<file path="src/rtl/universal_shift_reg_n.sv">
// WIDTH-bit universal register: hold, shift, rotate, parallel load, clear and invert, with a saturating shift counter.
// Define USR_NEG_EDGE_CLK_EN to make all registers capture on the falling clock edge.
module universal_shift_reg_n #(
   parameter int unsigned      WIDTH     = 8,
   parameter int unsigned      CNT_W     = 4,
   parameter logic [WIDTH-1:0] RESET_VAL = '0
) (
   input  logic             clock,
   input  logic             reset_b,
   input  logic             en,
   input  logic [2:0]       mode,
   input  logic [WIDTH-1:0] D,
   input  logic             sin_msb,
   input  logic             sin_lsb,
   output logic [WIDTH-1:0] Q,
   output logic [WIDTH-1:0] NQ,
   output logic             sout_msb,
   output logic             sout_lsb,
   output logic [CNT_W-1:0] shift_cnt,
   output logic             full_shift
);

   typedef enum logic [2:0] {
      MODE_HOLD = 3'b000,
      MODE_SHR  = 3'b001,
      MODE_SHL  = 3'b010,
      MODE_LOAD = 3'b011,
      MODE_ROR  = 3'b100,
      MODE_ROL  = 3'b101,
      MODE_CLR  = 3'b110,
      MODE_INV  = 3'b111
   } mode_e;

   localparam logic [CNT_W-1:0] CNT_MAX = CNT_W'(WIDTH);

   mode_e            op;
   logic [WIDTH-1:0] q_r;
   logic [WIDTH-1:0] q_nxt;
   logic [CNT_W-1:0] cnt_r;
   logic [CNT_W-1:0] cnt_nxt;
   logic             is_shift;

   assign op = mode_e'(mode);

   always_comb begin
      q_nxt    = q_r;
      cnt_nxt  = cnt_r;
      is_shift = 1'b0;
      case (op)
         MODE_HOLD: ;
         MODE_SHR: begin
            q_nxt    = {sin_msb, q_r[WIDTH-1:1]};
            is_shift = 1'b1;
         end
         MODE_SHL: begin
            q_nxt    = {q_r[WIDTH-2:0], sin_lsb};
            is_shift = 1'b1;
         end
         MODE_LOAD: begin
            q_nxt   = D;
            cnt_nxt = '0;
         end
         MODE_ROR: begin
            q_nxt    = {q_r[0], q_r[WIDTH-1:1]};
            is_shift = 1'b1;
         end
         MODE_ROL: begin
            q_nxt    = {q_r[WIDTH-2:0], q_r[WIDTH-1]};
            is_shift = 1'b1;
         end
         MODE_CLR: begin
            q_nxt   = '0;
            cnt_nxt = '0;
         end
         MODE_INV: q_nxt = ~q_r;
         default: ;
      endcase
      // Counter saturates at WIDTH so full_shift stays asserted on further shifts.
      if (is_shift && (cnt_r != CNT_MAX))
         cnt_nxt = cnt_r + CNT_W'(1);
   end

`ifdef USR_NEG_EDGE_CLK_EN
   always_ff @(negedge clock or negedge reset_b) begin
`else
   always_ff @(posedge clock or negedge reset_b) begin
`endif
      if (!reset_b) begin
         q_r   <= RESET_VAL;
         cnt_r <= '0;
      end else if (en) begin
         q_r   <= q_nxt;
         cnt_r <= cnt_nxt;
      end
   end

   assign Q          = q_r;
   assign NQ         = ~q_r;
   assign sout_msb   = q_r[WIDTH-1];
   assign sout_lsb   = q_r[0];
   assign shift_cnt  = cnt_r;
   assign full_shift = (cnt_r == CNT_MAX);

endmodule

</file>
<file path="config.mk">
export PLATFORM = sky130hd
export DESIGN_NAME = universal_shift_reg_n
export DESIGN_NICKNAME = d
export VERILOG_FILES = /design/src/rtl/universal_shift_reg_n.sv
export SDC_FILE = /design/constraint.sdc
export NUM_CORES = 1
export LEC_CHECK = 0
export BUFFER_PORTS_ARGS = -buffer_cell sky130_fd_sc_hd__buf_2
export CORE_MARGIN = 4
export CORE_UTILIZATION = 45
export CTS_BUF_LIST = sky130_fd_sc_hd__clkbuf_4
export DETAILED_ROUTE_END_ITERATION = 12
export GPL_ROUTABILITY_DRIVEN = 0
export PLACE_DENSITY = 0.7
export SYNTH_ARGS = -nofsm -noshare
export SYNTH_HDL_FRONTEND = slang
export SYNTH_SLANG_ARGS = --single-unit
</file>
<file path="constraint.sdc">
create_clock -name clock -period 1.9 [get_ports clock]
set_clock_uncertainty 0.15 [all_clocks]
set_input_delay 0.095 -clock clock [delete_from_list [all_inputs] [get_ports clock]]
set_output_delay 0.095 -clock clock [all_outputs]
set_load 0.03 [all_outputs]
</file>
**Word-level counts from Yosys, hierarchy flattened**

Cells that the tools add are included.

- Bits in registers: 12
- Bits of input ports: 16
- Output and inout bits: 23

- Add/subtract/negate cells: 1
- Equal/unequal tests: 9
- Mux-type cells: 4
- Bitwise gates (word level): 1
- Reduce and logical (&&, ||, !) cells: 7

Operators by type and width:

| operator | number |
|---|---|
| $pmux W8 S7 | 1 |
| $eq A3 B3 Y1 const B | 4 |
| $mux W4 | 2 |
| $not A8 Y8 | 1 |
| $reduce_bool A7 Y1 | 1 |
| $eq A3 B2 Y1 const B | 2 |
| $add A4 B1 Y4 const B | 1 |
| $eq A4 B4 Y1 const B | 1 |
| $ne A4 B4 Y1 const B | 1 |
| $reduce_and A2 Y1 | 2 |
| $reduce_or A4 Y1 | 1 |
| $eq A3 B1 Y1 const B | 1 |
| $reduce_bool A2 Y1 | 1 |
| $reduce_or A2 Y1 | 1 |
| $logic_and A1 B1 Y1 | 1 |
| $mux W1 | 1 |

**Depth between registers and ports, before layout**

- Depth after elaboration: 6
- Gate-level depth with buffers: 6
- Gate-level depth less buffers: 6

**Worst setup path before layout**

No wires, ideal clock.

- Path type: register to register
- From: reg cnt_r[0], in the netlist shift_cnt[0]
- To: reg cnt_r[2], in the netlist shift_cnt[2]
- Library setup time: 0.128 ns
- Arrival: 1.407 ns
- Path slack: 0.216 ns
- Cell stages (with the launch flop): 7
- Buffers on the path: 0
- Clock period less this slack: 1.684 ns
- Cells stage by stage: dfrtp_1 inv_1 ha_1 nand3b_1 and3_1 a221oi_1 o2bb2ai_1

- Longest elaborated chain between the ends: 4
- Elaborated cells between the ends (all ways): 6
- Those cells by class: add/sub (1); eq/ne (1); mux (1); reduce/logical (3)

Ends and longest elaborated chain:

| item | RTL line | text |
|---|---|---|
| start: declaration | 39 | `logic [CNT_W-1:0] cnt_r;` |
| start signal: assignment | 93 | `cnt_r <= cnt_nxt;` |
| parallel branches: the longest is 4 deep, another holds $add A4 B1 Y4 | - |  |

Several ways; the timed one is not identified.
A chain may end at the register's enable or synchronous reset.

**Final worst setup path**

Same ends and word-level chain as after synthesis.

==> impl_metrics.csv <==
group,metric,value,unit
route,drt_iter0_drc,26,
final_layout,ff_latch_area,300,µm²
timing,maxSlewViolCount,0,
clocking,numCtsBuffers,3,
clocking,postCtsSetupBuffers,0,
timing,relSlewSlack,74.4,%
route,viasPerCell,5.69,
power,cellPowerDensity,918,nW/µm²
logic_synthesis,synth_area_per_cell,8.23,µm²
clocking,clkLatencyLatePin,290,ps
timing,setup_violations,0,
logic_synthesis,synth_top_area_share,29.7,%
worst_setup_path,crit_fanout,5,
logic_synthesis,async_reset_ff_share,100,%
floorplanning,design.core.area,2040,µm²
final_layout,area_delta_synth_final,22.0,%
clocking,ctsResizeCount,0,
route,postRouteAntennaNets,0,
timing,tns,0,ps
logic_synthesis,ys_ff_latch,12,
place,port_buffers,38,
global_route,antenna_found_initial,0,
route,dr_total_vias,1053,
clocking,cts_buffer_depth,2,
global_route,grt_max_degree,23,
floorplanning,fp.dieH,55.4,µm
worst_setup_path,crit_path_start_kind,"flop",
global_route,grt_pass1_vias,954,
route,firstDrtPassIters,4,
timing,rsz0062_at_grt,"no",
status,outcome,"finished, final reports clean",
clocking,root_buffer,"clkbuf_4",
floorplanning,die_x,55.4,µm
route,wl,2730,µm
final_layout,fin_nets,177,
clocking,clkTransAtPathRegs,90,ps
logic_synthesis,synth_most_common_cell,"inv_1",
final_layout,layout-drive-gt1-share,29.1,%
worst_setup_path,worstPathArrival,1650,ps
logic_synthesis,synth_cells,123,
floorplanning,core.rowCount,16,
logic_synthesis,synthTopCellsByArea,"dfrtp_1 (30%), mux2i_1 (6.9%), inv_1 (5.6%), o221ai_1 (4.3%), o22a_1 (4.3%)",
floorplanning,initial_core_util,49.6,%
logic_synthesis,synthTopCellsByCount,"inv_1 (15), dfrtp_1 (12), nor2_1 (10), o21ai_0 (8), mux2i_1 (7)",
final_layout,fillers,194,
floorplanning,io_pins,39,
timing,finalCritPeriodShare,86.1,%
timing,worst_pin_slew,385,ps
floorplanning,die_area,3070,µm²
power,vdd_ir_drop_max,0.519,mV
timing,setup_ws,265,ps
hold_path,min_path_type,"in2async",
run,maxCapViolCount,0,
final_layout,multiInputGateArea,583,µm²
route,drc_errors,0,
timing,final-hold-violation-count,0,
clocking,htree_levels,1,
logic_synthesis,synth_edf_count,0,
logic_synthesis,synth_cell_types,34,
timing,layout_min_cycle_time,1640,ps
clocking,cts_tree,"built",
power,p_leak,0.615,nW
timing,timing.fmax,0.612,GHz
route,wl_per_cell,14.8,µm
worst_setup_path,cp-end-kind,"flop",
clocking,cts_num_sinks,12,
final_layout,diodes,0,
clocking,postCtsHoldBufs,3,
global_route,overflow,0,
logic_synthesis,yosysSeqAreaShare,29.7,%
global_route,grt_pass1_wl,4550,µm
logic_synthesis,yosys_most_used_dff,"dfrtp_1",
global_route,grt_use_total,18.0,%
place,post-dp-hpwl,1990,µm
logic_synthesis,ys_warn_count,0,
worst_setup_path,crit_required,1920,ps
logic_synthesis,syn_nets,141,
logic_synthesis,synthesis.area,1010,µm²
place,pre_cts_ws,274,ps
worst_setup_path,criticalPathCategory,"reg2reg",
logic_synthesis,yosys.area.top_type,"dfrtp_1",
[placed cells by master, fill, tap and decap left out, types with 2 or more instances in the layout]
cell	n
buf_2	38
inv_1	15
dfrtp_1	12
nor2_1	10
o21ai_0	8
mux2i_1	7
nand2_1	6
nand3_1	5
o221ai_1	5
o22a_1	5
a21oi_1	5
a211oi_1	4
a2bb2oi_1	4
o211ai_1	3
clkbuf_4	3
dlygate4sd3_1	3
nand2b_1	2
and2_1	2
and3_1	2
nor3_1	2
ha_1	2
buf_4	2
[stage by stage]
step	cell area [µm²]	util, %	std cells	hold slack (ps)	power [mW]
after CTS	1230	60.5	185	69.6	1.14
final	1230	60.5	185	51.5	1.13
after detailed placement	1180	57.7	178	-151	0.957
after global placement	1180	57.7	178	-154	0.946
after global routing	1230	60.5	185	94.2	1.21
after floorplan	1010	-	123	-351	0.797
[worst max-delay path: stages, from the launching register on]
cell and delay (ps):
dfrtp_1 410, inv_1 100, ha_1 150, nand3b_1 140, and3_1 230, a221oi_1 250, o2bb2ai_1 100
[area by class of cell]
cell class	count	area share [%]
sequential	12	24.3
clock buffer	3	1.82
inverter	15	4.56
clock inverter	1	0.304
tap	27	2.74
multi-input combinational	84	47.2
timing repair buffer	43	19.0
[per-layer routing]
metal / wire length, µm / track usage, %
met1: 1280 / 25.7
met2: 1220 / 26.5
met3: 187 / 3.03
met4: 44 / 7.29
met5: 0 / 0
[logic make-up (layout without fill, tap and decap cells)]
group,after synthesis,count (layout),synth area share [%]
mux,8,8,8.03
buf+inv,27,62,12.7
flops,12,12,29.7
simple gates,33,33,16.1
fa+ha+maj,2,2,2.47
compound gates,41,41,31.0
[sequential cells by signal, summed over array words and instances, names as in the netlist]
| signal | cells |
|---|---|
| Q | 8 |
| shift_cnt | 4 |
[power by group]
part	switching (mW)	internal, mW
Combinational	0.374	0.190
Clock	0.102	0.0764
Sequential	0.0806	0.311
Total	0.557	0.577
[final timing paths]
kind | cells after the start | start | endpoint | slack (ps)
max in group asynchronous | 2 | reset_b | Q[3]$_DFFE_PN0P_ | 1310
min reg2reg | 2 | shift_cnt[2]$_DFFE_PN0P_ | shift_cnt[2]$_DFFE_PN0P_ | 420
max reg2reg | 6 | shift_cnt[0]$_DFFE_PN0P_ | shift_cnt[2]$_DFFE_PN0P_ | 260
min | 2 | reset_b | Q[1]$_DFFE_PN0P_ | 50
min in group clock | 5 | D[5] | Q[5]$_DFFE_PN0P_ | 130
max | 6 | shift_cnt[0]$_DFFE_PN0P_ | shift_cnt[2]$_DFFE_PN0P_ | 260
(Power assumes the default switching activity.)
